**src/rtl/traffic_pkg.sv**
```systemverilog
// rtl/traffic_pkg.sv - phase encoding and default durations shared by the controller and the lamp decoder
package traffic_pkg;

    typedef enum logic [1:0] {
        NS_GREEN  = 2'd0,
        NS_YELLOW = 2'd1,
        EW_GREEN  = 2'd2,
        EW_YELLOW = 2'd3
    } phase_t;

    localparam int GREEN_MIN_DEFAULT = 10;
    localparam int GREEN_MAX_DEFAULT = 30;
    localparam int YELLOW_T_DEFAULT  = 3;

    // Greens sit on even codes, yellows on odd codes.
    function automatic logic is_green(phase_t p);
        return ~p[0];
    endfunction

endpackage

```
**src/rtl/traffic_fsm_if.sv**
```systemverilog
// rtl/traffic_fsm_if.sv - tick/sensor inputs and phase outputs of the intersection controller
interface traffic_fsm_if;
    import traffic_pkg::*;

    logic   tick;
    logic   ns_sensor;
    logic   ew_sensor;
    phase_t state;
    logic   phase_change;

    modport master (
        output tick, ns_sensor, ew_sensor,
        input  state, phase_change
    );

    modport slave (
        input  tick, ns_sensor, ew_sensor,
        output state, phase_change
    );

endinterface

```
**src/rtl/traffic_fsm_phase_timer.sv**
```systemverilog
// rtl/traffic_fsm_phase_timer.sv - tick-gated saturating phase counter with synchronous clear
module phase_timer #(
    parameter int W   = 5,
    parameter int MAX = 30
) (
    input  logic         clk,
    input  logic         reset,
    input  logic         tick,
    input  logic         clear,
    output logic [W-1:0] count
);

    always_ff @(posedge clk or posedge reset) begin
        if (reset) begin
            count <= '0;
        end else if (clear) begin
            count <= '0;
        end else if (tick && (count != W'(MAX))) begin
            count <= count + 1'b1;
        end
    end

endmodule

```
**src/rtl/traffic_fsm.sv**
```systemverilog
// rtl/traffic_fsm.sv - four-phase intersection sequencer driven by prescaler ticks and approach sensors
module traffic_fsm
    import traffic_pkg::*;
#(
    parameter int GREEN_MIN = GREEN_MIN_DEFAULT,
    parameter int GREEN_MAX = GREEN_MAX_DEFAULT,
    parameter int YELLOW_T  = YELLOW_T_DEFAULT
) (
    input  logic          clk,
    input  logic          reset,
    traffic_fsm_if.slave  bus
);

    localparam int TW = $clog2(GREEN_MAX + 1);
    localparam logic [TW-1:0] MIN_LAST = TW'(GREEN_MIN - 1);
    localparam logic [TW-1:0] MAX_LAST = TW'(GREEN_MAX - 1);
    localparam logic [TW-1:0] YEL_LAST = TW'(YELLOW_T - 1);

    phase_t          state_q;
    phase_t          state_d;
    logic            advance;
    logic            other_pend;
    logic            ns_pend;
    logic            ew_pend;
    logic            phase_change_q;
    logic [TW-1:0]   timer;

    phase_timer #(
        .W   (TW),
        .MAX (GREEN_MAX)
    ) u_timer (
        .clk   (clk),
        .reset (reset),
        .tick  (bus.tick),
        .clear (advance),
        .count (timer)
    );

    always_ff @(posedge clk or posedge reset) begin
        if (reset) begin
            state_q        <= NS_GREEN;
            phase_change_q <= 1'b0;
            ns_pend        <= 1'b0;
            ew_pend        <= 1'b0;
        end else begin
            state_q        <= state_d;
            phase_change_q <= advance;
            // Entering a green consumes that approach's request, even one arriving this cycle.
            ns_pend <= (advance && state_d == NS_GREEN) ? 1'b0 : (ns_pend | bus.ns_sensor);
            ew_pend <= (advance && state_d == EW_GREEN) ? 1'b0 : (ew_pend | bus.ew_sensor);
        end
    end

    always_comb begin
        state_d    = state_q;
        advance    = 1'b0;
        other_pend = (state_q == NS_GREEN) ? ew_pend : ns_pend;
        if (bus.tick) begin
            if (is_green(state_q)) begin
                advance = (timer == MAX_LAST) || ((timer >= MIN_LAST) && other_pend);
            end else begin
                advance = (timer == YEL_LAST);
            end
        end
        // The encoding runs in service order, so the successor is simply the next code.
        if (advance) begin
            state_d = phase_t'(state_q + 2'd1);
        end
    end

    assign bus.state        = state_q;
    assign bus.phase_change = phase_change_q;

endmodule

```
**src/flat_wrapper.sv**
```systemverilog
// flat-port wrapper written by rule: the top's interface ports become plain ports
module traffic_fsm_flat import traffic_pkg::*;
#(
    parameter int GREEN_MIN = GREEN_MIN_DEFAULT,
    parameter int GREEN_MAX = GREEN_MAX_DEFAULT,
    parameter int YELLOW_T  = YELLOW_T_DEFAULT
)
  (clk, reset, bus_tick, bus_ns_sensor, bus_ew_sensor, bus_state, bus_phase_change);
  traffic_fsm_if bus_i ();
  input  logic clk;
  input  logic reset;
  input wire logic [$bits(bus_i.tick)-1:0] bus_tick;
  input wire logic [$bits(bus_i.ns_sensor)-1:0] bus_ns_sensor;
  input wire logic [$bits(bus_i.ew_sensor)-1:0] bus_ew_sensor;
  output wire logic [$bits(bus_i.state)-1:0] bus_state;
  output wire logic [$bits(bus_i.phase_change)-1:0] bus_phase_change;
  assign bus_i.tick = bus_tick;
  assign bus_i.ns_sensor = bus_ns_sensor;
  assign bus_i.ew_sensor = bus_ew_sensor;
  assign bus_state = bus_i.state;
  assign bus_phase_change = bus_i.phase_change;
  traffic_fsm #(.GREEN_MIN(GREEN_MIN), .GREEN_MAX(GREEN_MAX), .YELLOW_T(YELLOW_T)) u_core (.clk(clk), .reset(reset), .bus(bus_i));
endmodule
```
**config.mk**
```make
export PLATFORM = sky130hd
export DESIGN_NAME = traffic_fsm_flat
export DESIGN_NICKNAME = d
export VERILOG_FILES = /design/src/rtl/traffic_pkg.sv /design/src/rtl/traffic_fsm_if.sv /design/src/rtl/traffic_fsm_phase_timer.sv /design/src/rtl/traffic_fsm.sv /design/src/flat_wrapper.sv
export SDC_FILE = /design/constraint.sdc
export NUM_CORES = 1
export LEC_CHECK = 0
export CORE_ASPECT_RATIO = 1.5
export CORE_UTILIZATION = 25
export CTS_CLUSTER_SIZE = 12
export DETAILED_ROUTE_END_ITERATION = 8
export PLACE_DENSITY_LB_ADDON = 0.15
export SYNTH_ARGS = -nofsm -noshare
export SYNTH_HDL_FRONTEND = slang
export SYNTH_SLANG_ARGS = --single-unit
export TNS_END_PERCENT = 1
```
**constraint.sdc**
```tcl
create_clock -name clk -period 1.8 [get_ports clk]
set_input_delay 0.18 -clock clk [delete_from_list [all_inputs] [get_ports clk]]
set_output_delay 0.18 -clock clk [all_outputs]
set_load 0.01 [all_outputs]
```
==> results of run 1 <==
flip-flops by register name, summed over array words and instances, names as in the netlist:
| register | flops |
|---|---|
| u_core.bus.phase_change | 1 |
| u_core.bus.state | 2 |
| u_core.ew_pend | 1 |
| u_core.ns_pend | 1 |
| u_core.u_timer.count | 5 |
worst paths after layout:
kind	start	to	slack (ps)	cells after the start
max	u_core.u_timer.count[0]$_DFFE_PP0P_	u_core.bus.state[1]$_DFF_PP0_	90	6
min	reset	u_core.bus.phase_change$_DFF_PP0_	200	2
max reg2reg	u_core.u_timer.count[0]$_DFFE_PP0P_	u_core.bus.state[1]$_DFF_PP0_	90	6
min reg2reg	u_core.ns_pend$_DFF_PP0_	u_core.ns_pend$_DFF_PP0_	520	1
max in group asynchronous	reset	u_core.u_timer.count[1]$_DFFE_PP0P_	1300	2
min in group clk	bus_ew_sensor	u_core.ew_pend$_DFF_PP0_	490	3
routing by layer:
| metal | track usage | vias to the layer above | wire length, um |
|---|---|---|---|
| li1 | - | 212 | - |
| met1 | 0.128 | 200 | 473 |
| met2 | 0.171 | 6 | 529 |
| met3 | 0.0226 | 2 | 25 |
| met4 | 0.103 | 0 | 17 |
| met5 | 0 | - | 0 |
power by group through the flow:
stage	combinational [mW]	clock (mW)	sequential (mW)
after floorplan	0.326	0	0.426
after global placement	0.533	0	0.417
after detailed placement	0.540	0	0.419
after CTS	0.548	0.153	0.419
after global routing	0.596	0.171	0.435
final	0.533	0.143	0.421
cell usage after synthesis, types with 2 or more instances:
master,instances
dfrtp_1,10
ha_1,4
inv_1,6
nand2_1,3
nand3_1,2
nand4_1,3
nor2_1,4
xor2_1,2
worst max-delay path, stage by stage, from the launching register on:
cell,delay (ps)
dfrtp_1,430
inv_1,120
ha_1,190
nor4b_2,210
o21a_1,170
o21a_4,180
mux2_4,300
kinds of logic after synthesis:
family | synth area share
adder cells (fa/ha/maj) | 0.0922
multiplexers | 0.0461
flip-flops | 0.461
AND/OR/NAND/NOR | 0.141
AO/OA/AOI/OAI | 0.171
buffers and inverters | 0.0415
XOR/XNOR | 0.0484
stage by stage:
step	util	hold slack [ps]	cell area [um^2]	setup TNS (ps)
final	0.346	203	701	0
after global routing	0.346	240	701	-40.4
after CTS	0.345	218	699	0
after detailed placement	0.331	499	671	0
after global placement	0.331	493	671	0
after floorplan	-	20.2	543	0
final cells by class:
| class | instances | area [um^2] |
|---|---|---|
| clock buffer | 3 | 22.5 |
| fill | 220 | 1330 |
| inverter | 6 | 22.5 |
| multi-input combinational | 34 | 277 |
| sequential | 10 | 251 |
| tap | 22 | 27.5 |
| timing repair buffer | 11 | 100 |
==> impl_metrics.yaml, run 1 <==
logic_synthesis:
  synthArstFlopShare: 1.00
  synth_edf_count: 0
  synth_top_area_frac: 0.461
  synth.distinct_cells: 24
  synth-seq-area-share: 0.461
  ys_top_cells_by_area: "dfrtp_1 (46%), ha_1 (9.2%), inv_1 (4.1%)"
  netlist_instances: 50
  avgSynthCellArea_um2: 10.9
  ys_seq_elements: 10
  synth_top_flop_cell: "dfrtp_1"
  syn-cell-area_um2: 543
  ys_warn_count: 0
  syn_nets: 59
  synth_top_cell_by_area: "dfrtp_1"
routing:
  drt_pass1_iterations: 2
  wl_per_cell_um: 12.2
  vias: 420
  drc_errors: 0
  drtAntennaViolNets: 0
  drt-vias-per-instance: 4.88
  drtIter0Drc: 4
  routed_wl_um: 1050
die:
  start_util: 0.268
  core_um2: 2030
  boundaryPins: 8
  die_area_um2: 2370
  die_h_um: 59.1
  fp-row-count: 20
  fp.dieW_um: 40.1
pwr:
  p_int_uw: 685
  switching_share: 0.376
  ir_drop_mv: 0.497
  leakagePower_nw: 0.305
  finalPower_mw: 1.10
  power_density_nw_per_um2: 1570
  p_sw_uw: 412
  clkPwrFrac: 0.130
  p_seq_frac: 0.384
  pwr-share-comb: 0.486
cells_and_area:
  nets: 75
  stdcell_count: 86
  final_cell_mix: "dfrtp_1 (9), clkdlybuf4s50_1 (7), inv_1 (6)"
  syn2layout_area_growth_pct: 29.0
  layout-drive-gt1-share: 0.219
  final_common_cell: "dfrtp_1"
  n_antenna_cell: 0
sta:
  rsz0062_at_grt: "yes"
  setup_slack_ps: 85.2
  period_share: 0.953
  fin_crit_ps: 1710
  relSlewSlack: 0.744
  drv_slew: 0
  setup_viol: 0
  hold_viol_final: 0
  clock_skew_ps: 2.10
  tightest_slew_ps: 384
  timing.fmax_mhz: 583
worst_setup_path:
  cp.arrival_ps: 1860
  cp_max_fo: 7
  critPathKind: "reg -> reg"
  cp.required_ps: 1940
  start_kind: "register"
  end_kind: "register"
placed_design:
  hpwl_um: 846
  gp_congestion: 0.751
  dp_cells: 83
  portBuffers: 7
  preCtsSetupSlack_ps: 18.4
grt:
  grt_antenna_before_repair: 0
  grt_first_pass_wirelength_um: 1730
  grt.total_usage: 0.114
  grt_pass1_vias: 409
  grt_max_degree: 11
  overflow: 0
flow_run:
  drv_cap: 0
clocking:
  cts.sinks: 10
  clk_pin_slew_ps: 60
  cts_buffers: 3
  insertion_delay_ps: 250
  cts_buffer_depth: 2
  ctsHtreeMaxLevel: 1
  cts-root-buf: "clkbuf_4"
  cts_tree: "built"
  post_cts_resized: 1
  cts_hold_buf: 0
  cts_setup_buffers: 0
outcome:
  outcome: "complete, no violations"
min_path:
  min_path_type: "in -> async"
Note: power is estimated with default switching activity, not from simulation.
==> run 2: changes to the inputs <==
Settings changed: CORE_ASPECT_RATIO 1.5 to default, CORE_UTILIZATION 25 to 40, DONT_BUFFER_PORTS from default to 1.
==> run 2 against run 1 <==
Compared with the run above:
- via count shrank 5.0%
- first-iteration DRC count grew 100%
- non-clock buffer count shrank 6
- wire length shrank 2.8%
- clock skew grew 0.60 ps
- maximum frequency grew 0.84%
- sequential share of layout area grew 4.0 points
- flip-flop and latch count is the same
- critical path depth is the same
- total power shrank 2.2%
==> impl_metrics.yaml, run 2 (synthesis results as in run 1) <==
outcome:
  outcome: "complete, no violations"
clocking:
  cts-root-buf: "clkbuf_4"
  cts_buffer_depth: 2
  cts.sinks: 10
  cts_tree: "built"
  clk_pin_slew_ps: 60
  cts_buffers: 3
  insertion_delay_ps: 270
  ctsHtreeMaxLevel: 1
sta:
  setup_slack_ps: 99.5
  timing.fmax_mhz: 588
  fin_crit_ps: 1700
  hold_viol_final: 0
  fin_tns_setup_ps: 0
  timing.hold.ws_ps: 7.35
  tightest_slew_ps: 389
  setup_viol: 0
  drv_slew: 0
  rsz0062_at_grt: "no"
  relSlewSlack: 0.741
  period_share: 0.945
  clock_skew_ps: 2.70
routing:
  drtAntennaViolNets: 0
  drtIter0Drc: 8
  wl_per_cell_um: 14.1
  drt-vias-per-instance: 5.54
  routed_wl_um: 1020
  vias: 399
  drc_errors: 0
  drt_pass1_iterations: 4
pwr:
  ir_drop_mv: 0.778
  leakagePower_nw: 0.283
  finalPower_mw: 1.07
  power_density_nw_per_um2: 1700
cells_and_area:
  utilization: 0.532
  layout-drive-gt1-share: 0.241
  stdcell_count: 72
  nets: 69
  fin_area_um2: 631
  final_cell_mix: "dfrtp_1 (9), inv_1 (6), nor2_1 (4), ha_1 (4), buf_4 (4)"
  regMostFlops: "u_core.u_timer.count"
  final_common_cell: "dfrtp_1"
  syn2layout_area_growth_pct: 16.1
  n_antenna_cell: 0
  largest_reg_flops: 5
worst_setup_path:
  cp.arrival_ps: 1850
  end_kind: "register"
  start_kind: "register"
  critPathKind: "reg -> reg"
  r2r_slack_ps: 100
  r2r-end: "u_core.bus.state[1]$_DFF_PP0_"
  r2r-start: "u_core.bus.state[0]$_DFF_PP0_"
  cp_max_fo: 7
  cp.required_ps: 1950
  reg2regPathDepth: 6
flow_run:
  drv_cap: 0
grt:
  overflow: 0
  grt_antenna_before_repair: 0
  grt_busiest_layer: "met2"
  met2_usage: 0.292
  grt_max_degree: 11
  met3_usage: 0.0636
  grt_pass1_vias: 405
  grt.total_usage: 0.178
  grt.met1_usage: 0.207
  grt_first_pass_wirelength_um: 1740
placed_design:
  dp_cells: 68
  hpwl_um: 811
  preCtsSetupSlack_ps: 62.8
  portBuffers: 0
  gp_congestion: 0.851
  place_area_um2: 591
min_path:
  hold_end: "u_core.u_timer.count[1]$_DFFE_PP0P_"
  min_path_type: "in -> reg"
  worstHoldStart: "bus_tick"
  whs_path_depth: 1
die:
  fp.dieW_um: 38.8
  start_util: 0.458
  fp-row-count: 12
  core_um2: 1190
  boundaryPins: 8
  die_area_um2: 1510
  die_h_um: 38.8
run 2: cell types whose count changed in the layout (fill, tap and decap cells not counted), sizes merged:
cell	delta
clkdlybuf4s50	-7
dlygate4sd3	+1
run 2: worst max-delay path by stage:
stage / start / endpoint / slack [ps]
final: u_core.bus.state[0]$_DFF_PP0_ / u_core.bus.state[1]$_DFF_PP0_ / 100
after global routing: u_core.u_timer.count[0]$_DFFE_PP0P_ / u_core.bus.state[1]$_DFF_PP0_ / 20
after CTS: u_core.u_timer.count[1]$_DFFE_PP0P_ / u_core.bus.state[1]$_DFF_PP0_ / 50
after detailed placement: u_core.u_timer.count[0]$_DFFE_PP0P_ / u_core.bus.state[1]$_DFF_PP0_ / 60
after global placement: u_core.u_timer.count[0]$_DFFE_PP0P_ / u_core.bus.state[1]$_DFF_PP0_ / 100
after floorplan: u_core.u_timer.count[0]$_DFFE_PP0P_ / u_core.bus.state[1]$_DFF_PP0_ / 120
run 2: critical path, cell delays in order, from the launching register on:
cell and delay, ps:
dfrtp_1 390, inv_1 100, ha_1 180, mux2i_1 240
a22oi_2 130, o21a_4 250, mux2_4 300
run 2: final cells by class:
class	instances	area, um^2
Timing Repair Buffer	5	40.0
Clock buffer	3	22.5
Multi-Input combinational cell	34	277
Tap cell	14	17.5
Inverter	6	22.5
Sequential cell	10	251
Fill cell	119	556
run 2: per-layer routing:
| layer | vias up | share of wire | routed length, um |
|---|---|---|---|
| met2 | 8 | 0.49 | 501 |
| li1 | 197 | - | - |
| met3 | 3 | 0.050 | 51 |
| met4 | 0 | 0.021 | 21 |
| met5 | - | 0 | 0 |
| met1 | 191 | 0.43 | 442 |
run 2: power by group:
part | internal, mW | total, mW | switching, mW
logic | 0.249 | 0.495 | 0.246
clock network | 0.0774 | 0.154 | 0.0770
registers | 0.321 | 0.424 | 0.103
total | 0.647 | 1.07 | 0.426
run 2: repair_timing:
action | in CTS | in global routing
endpoints found under the hold margin | 10 | 0
hold buffers | 1 | 0
endpoints found under the setup margin | 0 | 1
gates resized for setup | 0 | 2
buffers inserted | 0 | 0
==> patch 1 (config.mk and constraints of run 2) <==
Reset style: synchronous (`reset`), changed in 2 clocked blocks.
--- a/src/rtl/traffic_fsm_phase_timer.sv
+++ b/src/rtl/traffic_fsm_phase_timer.sv
@@ -10,7 +10,7 @@
     output logic [W-1:0] count
 );
 
-    always_ff @(posedge clk or posedge reset) begin
+    always_ff @(posedge clk) begin
         if (reset) begin
             count <= '0;
         end else if (clear) begin
--- a/src/rtl/traffic_fsm.sv
+++ b/src/rtl/traffic_fsm.sv
@@ -36,7 +36,7 @@
         .count (timer)
     );
 
-    always_ff @(posedge clk or posedge reset) begin
+    always_ff @(posedge clk) begin
         if (reset) begin
             state_q        <= NS_GREEN;
             phase_change_q <= 1'b0;
Check against the original RTL: no difference found for any inputs over 10 cycles, from zero or initial values and one cycle with reset high; that may be too few to reach the edited logic, so the function may still have changed.
==> patch 1 against run 2 <==
- area after synthesis stayed put
- setup slack improved by 0.025 ns
- wire length is 1.8% higher
- sequential cell count unchanged
- fmax up 1.5%
- highest routed layer is now met3
- cell area up 2.8%
Power is not compared: it rests on default switching activity, and its combinational part moved more than twofold at a synthesized area within 25%.
==> patch 1: results (changes against run 2) <==
| Metric | Value |
|---|---|
| Slew HR | `0.784 (was 0.741)` |
| Drt pass-1 iters | `3 (was 4)` |
| Outcome | `complete, no violations (unchanged)` |
| Syn nets | `64 (was 59)` |
| Port buffer count | `0 (unchanged)` |
| RR Endpoint | `u_core.u_timer.count[1]$_SDFFE_PP0P_ (was u_core.bus.state[1]$_DFF_PP0_)` |
| Synth Flop Type | `dfxtp_1 (was dfrtp_1)` |
| Hold WS | `0.0375 ns (was 0.00735 ns)` |
| DRT antenna net count | `0 (unchanged)` |
| DRT iter0 DRCs | `9 (was 8)` |
| Yosys cell types | `26 (was 24)` |
| Flop-to-flop setup slack | `0.13 ns (was 0.1 ns)` |
| Syn Inst Count | `55 (was 50)` |
| Post-synthesis sequential area ratio | `0.369 (was 0.461)` |
| CP top delay family | `compound AO/OA/AOI/OAI gates (was multiplexers)` |
| Max rail drop VDD | `0.000399 V` |
| CTS H-Tree Depth | `1 (unchanged)` |
| Largest net degree at the start of global routing | `8 (was 11)` |
| R2R depth | `7 (was 6)` |
| Largest Register | `u_core.u_timer.count (unchanged)` |
| CTS buffer count | `3 (unchanged)` |
| Fillcell total | `111 (was 119)` |
| Via-to-Cell Ratio | `5.38 (was 5.54)` |
| FF-to-FF Start | `u_core.u_timer.count[1]$_SDFFE_PP0P_ (was u_core.bus.state[0]$_DFF_PP0_)` |
| Main area contributors after synthesis | `dfxtp_1, ha_1, nor3_1 (was dfrtp_1, ha_1, inv_1)` |
| Crit Path Max Fanout | `7 (unchanged)` |
| Routability cong. | `0.797 (was 0.851)` |
| Hold worst-path end | `u_core.ew_pend$_SDFF_PP0_ (was u_core.u_timer.count[1]$_DFFE_PP0P_)` |
| Hold Crit Depth | `1 (unchanged)` |
| Routed WL | `1.04 mm (was 1.02 mm)` |
| Asr flop ratio synth | `0 (was 1.00)` |
| Placed insts | `72 (was 68)` |
| Most frequent cells after synthesis | `dfxtp_1, nor3_1, ha_1, inv_1 (was dfrtp_1, inv_1, ha_1, nor2_1)` |
| Hold Crit Class | `primary input to register (unchanged)` |
| Gr usage total | `0.171 (was 0.178)` |
| Clock tree root driver cell | `clkbuf_4 (unchanged)` |
| DP HPWL | `755 µm (was 811 µm)` |
| Vias in the first global route | `421 (was 405)` |
| Number of flip-flops under the largest register name | `5 (unchanged)` |
| Dpl ws | `0.0437 ns (was 0.0628 ns)` |
| Slowest cell on crit path | `dfxtp_4 (was dfrtp_1)` |
| Ratio of final minimum period to clock period | `0.931 (was 0.945)` |
| Clock skew | `0.00271 ns (was 0.00270 ns)` |
| Number of diodes | `0 (unchanged)` |
| DP Area | `587 µm² (was 591 µm²)` |
| Synthesis Warnings | `0 (unchanged)` |
| Slowest cell delay on critical path | `0.35 ns (was 0.39 ns)` |
| Skew-Pair Late Insertion Delay | `0.26 ns` |
| First-pass GRT wire length | `1.73 mm (was 1.74 mm)` |
| Final Non-Filler Cells | `78 (was 72)` |
| Final Net Count | `74 (was 69)` |
| Ratio of cells with drive above 1 in the final layout | `0.250 (was 0.241)` |
| Clock transition at path regs | `0.07 ns` |
-- patch 1: cell count changes after synthesis, sizes merged, moves of 2 or more --
cell | run 2 | this run
dfrtp | 10 | 0
dfxtp | 0 | 10
nor3 | 1 | 6
inv | 6 | 4
nand2 | 3 | 1
nand2b | 0 | 2
o21a | 2 | 0
-- patch 1: worst reg2reg max path: cells and delay by family, from the launching register on --
family | cells | cell delay [ns]
DFF | 1 | 0.35
buffers and inverters | 2 | 0.21
AOI/OAI and AO/OA | 4 | 0.83
adders and majority gates | 1 | 0.19
-- patch 1: repair_timing --
action / CTS / global route
hold buffers: 1 / 0
endpoints found under the setup margin: 0 / 8
setup buffers: 0 / 1
hold endpoints to repair: 7 / 0
gates resized for setup: 0 / 3
-- patch 1: per-layer routing --
layer / global-route usage / vias up / share of wire
met4: 0.103 / 0 / 0
li1: - / 218 / -
met1: 0.227 / 199 / 0.50
met5: 0 / - / 0
met3: 0.0173 / 0 / 0.015
met2: 0.263 / 3 / 0.48
-- patch 1: worst max-delay path by stage --
stage,from,endpoint,depth (start not counted)
finish,u_core.u_timer.count[1]$_SDFFE_PP0P_,u_core.u_timer.count[1]$_SDFFE_PP0P_,7
global route,u_core.u_timer.count[1]$_SDFFE_PP0P_,u_core.u_timer.count[1]$_SDFFE_PP0P_,7
CTS,u_core.u_timer.count[1]$_SDFFE_PP0P_,u_core.u_timer.count[1]$_SDFFE_PP0P_,7
detailed placement,u_core.u_timer.count[1]$_SDFFE_PP0P_,u_core.u_timer.count[1]$_SDFFE_PP0P_,7
global placement,u_core.u_timer.count[1]$_SDFFE_PP0P_,u_core.u_timer.count[1]$_SDFFE_PP0P_,7
floorplan,u_core.bus.state[0]$_SDFF_PP0_,u_core.bus.state[0]$_SDFF_PP0_,6
-- patch 1: power by group through the flow --
stage               clock [mW]  combinational [mW]  sequential (mW)
floorplan                    0              0.0336            0.242
finish                   0.204              0.0446            0.237
global placement             0              0.0353            0.244
CTS                      0.214              0.0406            0.238
global route             0.224              0.0501            0.239
detailed placement           0              0.0355            0.244
-- patch 1: logic make-up after synthesis --
logic type	synth area share
DFF	0.369
buffers and inverters	0.0345
and+or+nand+nor	0.230
adders and majority gates	0.0922
muxes	0.0668
xor gates and xnor gates	0.0645
AOI/OAI and AO/OA	0.143
-- patch 1: layout make-up --
| class | instances | area, µm² | share of cell area |
|---|---|---|---|
| tap | 14 | 17.5 | 0.0270 |
| clock buffer | 4 | 36.3 | 0.0560 |
| timing repair buffer | 6 | 51.3 | 0.0792 |
| inverter | 4 | 15.0 | 0.0232 |
| multi-input combinational | 40 | 324 | 0.500 |
| sequential | 10 | 204 | 0.315 |
==> patch 2 (config.mk and constraints of run 2) <==
Made on the original files. Set the package constant `GREEN_MAX_DEFAULT` to 15 (it was 30).
--- a/src/rtl/traffic_pkg.sv
+++ b/src/rtl/traffic_pkg.sv
@@ -9,7 +9,7 @@
     } phase_t;
 
     localparam int GREEN_MIN_DEFAULT = 10;
-    localparam int GREEN_MAX_DEFAULT = 30;
+    localparam int GREEN_MAX_DEFAULT = 15;
     localparam int YELLOW_T_DEFAULT  = 3;
 
     // Greens sit on even codes, yellows on odd codes.
Formal check against the unedited RTL: no difference found for any inputs over 10 cycles, from zero or initial values and one cycle with reset high; that may be too few to reach the edited logic, so the function may still have changed.
==> patch 2 against run 2 <==
- first-iteration DRC count down 50%
- total power decreased by 13%
- synthesized cell count fell by 4.0%
- highest routed layer unchanged
- setup slack improved by 0.13 ns
- wire length is 5.6% lower
- area after synthesis shrank 3.5%
- cell area shrank 8.9%
- sequential cell count shrank 1
- combinational power down 20%
- die area down 3.3%
==> patch 2: results (changes against run 2) <==
| Metric | Value |
|---|---|
| Post-Synth XOR/XNOR Area | `0.0334 (was 0.0484)` |
| Clock skew | `0.00559 ns (was 0.00270 ns)` |
| Post-synthesis sequential area ratio | `0.430 (was 0.461)` |
| Plain + repair buffers | `2 (was 5)` |
| Max rail drop VDD | `0.000623 V (was 0.000778 V)` |
| Yosys cell types | `20 (was 24)` |
| Multi-input combinational area share | `0.449 (was 0.438)` |
| Hold worst-path end | `u_core.ns_pend$_DFF_PP0_ (was u_core.u_timer.count[1]$_DFFE_PP0P_)` |
| Compound-cell area share of the yosys netlist | `0.177 (was 0.171)` |
| Via-to-Cell Ratio | `5.60 (was 5.54)` |
| Final Net Count | `64 (was 69)` |
| Number of flip-flops under the largest register name | `4 (was 5)` |
| Adder-Cell Fraction of Synth Area | `0.119 (was 0.0922)` |
| Post-synthesis mux area share | `0.0477 (was 0.0461)` |
| Worst-margin pin slew | `0.351 ns (was 0.389 ns)` |
| Largest Register | `u_core.u_timer.count (unchanged)` |
| WP data arrival | `1.76 ns (was 1.85 ns)` |
| Outcome | `complete, no violations (unchanged)` |
| M3 GR Usage | `0.0523 (was 0.0636)` |
| Main area contributors after synthesis | `dfrtp_1, ha_1, inv_1 (unchanged)` |
| Inverter count | `8 (was 6)` |
| DP HPWL | `748 µm (was 811 µm)` |
| Gr usage total | `0.179 (was 0.178)` |
| Non-clock buffer share | `0.0305 (was 0.0635)` |
| Vias in the first global route | `394 (was 405)` |
| Footprint of the flip-flops and latches | `225 µm² (was 251 µm²)` |
| Crit Path Max Fanout | `7 (unchanged)` |
| Met2 usage | `0.288 (was 0.292)` |
| Leak | `0.257 nW (was 0.283 nW)` |
| Hold Startpoint | `bus_ns_sensor (was bus_tick)` |
| Routability cong. | `0.741 (was 0.851)` |
| Drt pass-1 iters | `5 (was 4)` |
| DP Area | `538 µm² (was 591 µm²)` |
| Flop-to-flop setup slack | `0.23 ns (was 0.1 ns)` |
| Ratio of cells with drive above 1 in the final layout | `0.132 (was 0.241)` |
| CLK BUF | `4 (was 3)` |
| Met1 GRT Util | `0.219 (was 0.207)` |
| Seq cells | `9 (was 10)` |
| Power Density | `1630 mW/mm² (was 1700 mW/mm²)` |
| Routed WL | `960 µm (was 1.02 mm)` |
| Syn nets | `58 (was 59)` |
| Multi-In Gates | `30 (was 34)` |
| Slowest cell on crit path | `dfrtp_1 (unchanged)` |
| Most frequent cells after synthesis | `dfrtp_1, inv_1, ha_1 (was dfrtp_1, inv_1, ha_1, nor2_1)` |
| Clock Network Area Fraction | `0.0458 (was 0.0357)` |
| First-pass GRT wire length | `1.70 mm (was 1.74 mm)` |
| Number of diodes | `0 (unchanged)` |
| Fillcell total | `109 (was 119)` |
| DRT iter0 DRCs | `4 (was 8)` |
| CP top delay family | `multiplexers (unchanged)` |
[patch 2: cell types whose count changed after synthesis, sizes merged, moves of 2 or more]
cell,delta
nor2,-3
o21a,-2
a21oi,+2
xor2,-2
inv,+2
o32a,+2
[patch 2: through the flow]
| stage | setup slack, ns | hold slack, ns | power (mW) | cells |
|---|---|---|---|---|
| after floorplan | 0.288 | 0.00792 | 0.698 | 48 |
| after CTS | 0.209 | 0.0733 | 0.941 | 67 |
| after global routing | 0.132 | 0.0788 | 1.03 | 67 |
| after global placement | 0.273 | 0.0362 | 0.745 | 62 |
| after detailed placement | 0.219 | 0.0546 | 0.779 | 62 |
| final | 0.226 | 0.0749 | 0.938 | 67 |
[patch 2: power breakdown]
part,switching [mW],internal [mW]
Sequential,0.0988,0.282
Combinational,0.224,0.171
Clock,0.0771,0.0857
[patch 2: layer usage]
layer  part of all wire  vias to the layer above
li1                   -                      177
met1               0.42                      182
met2               0.51                       14
met3              0.049                        2
met4              0.017                        0
met5                  0                        -
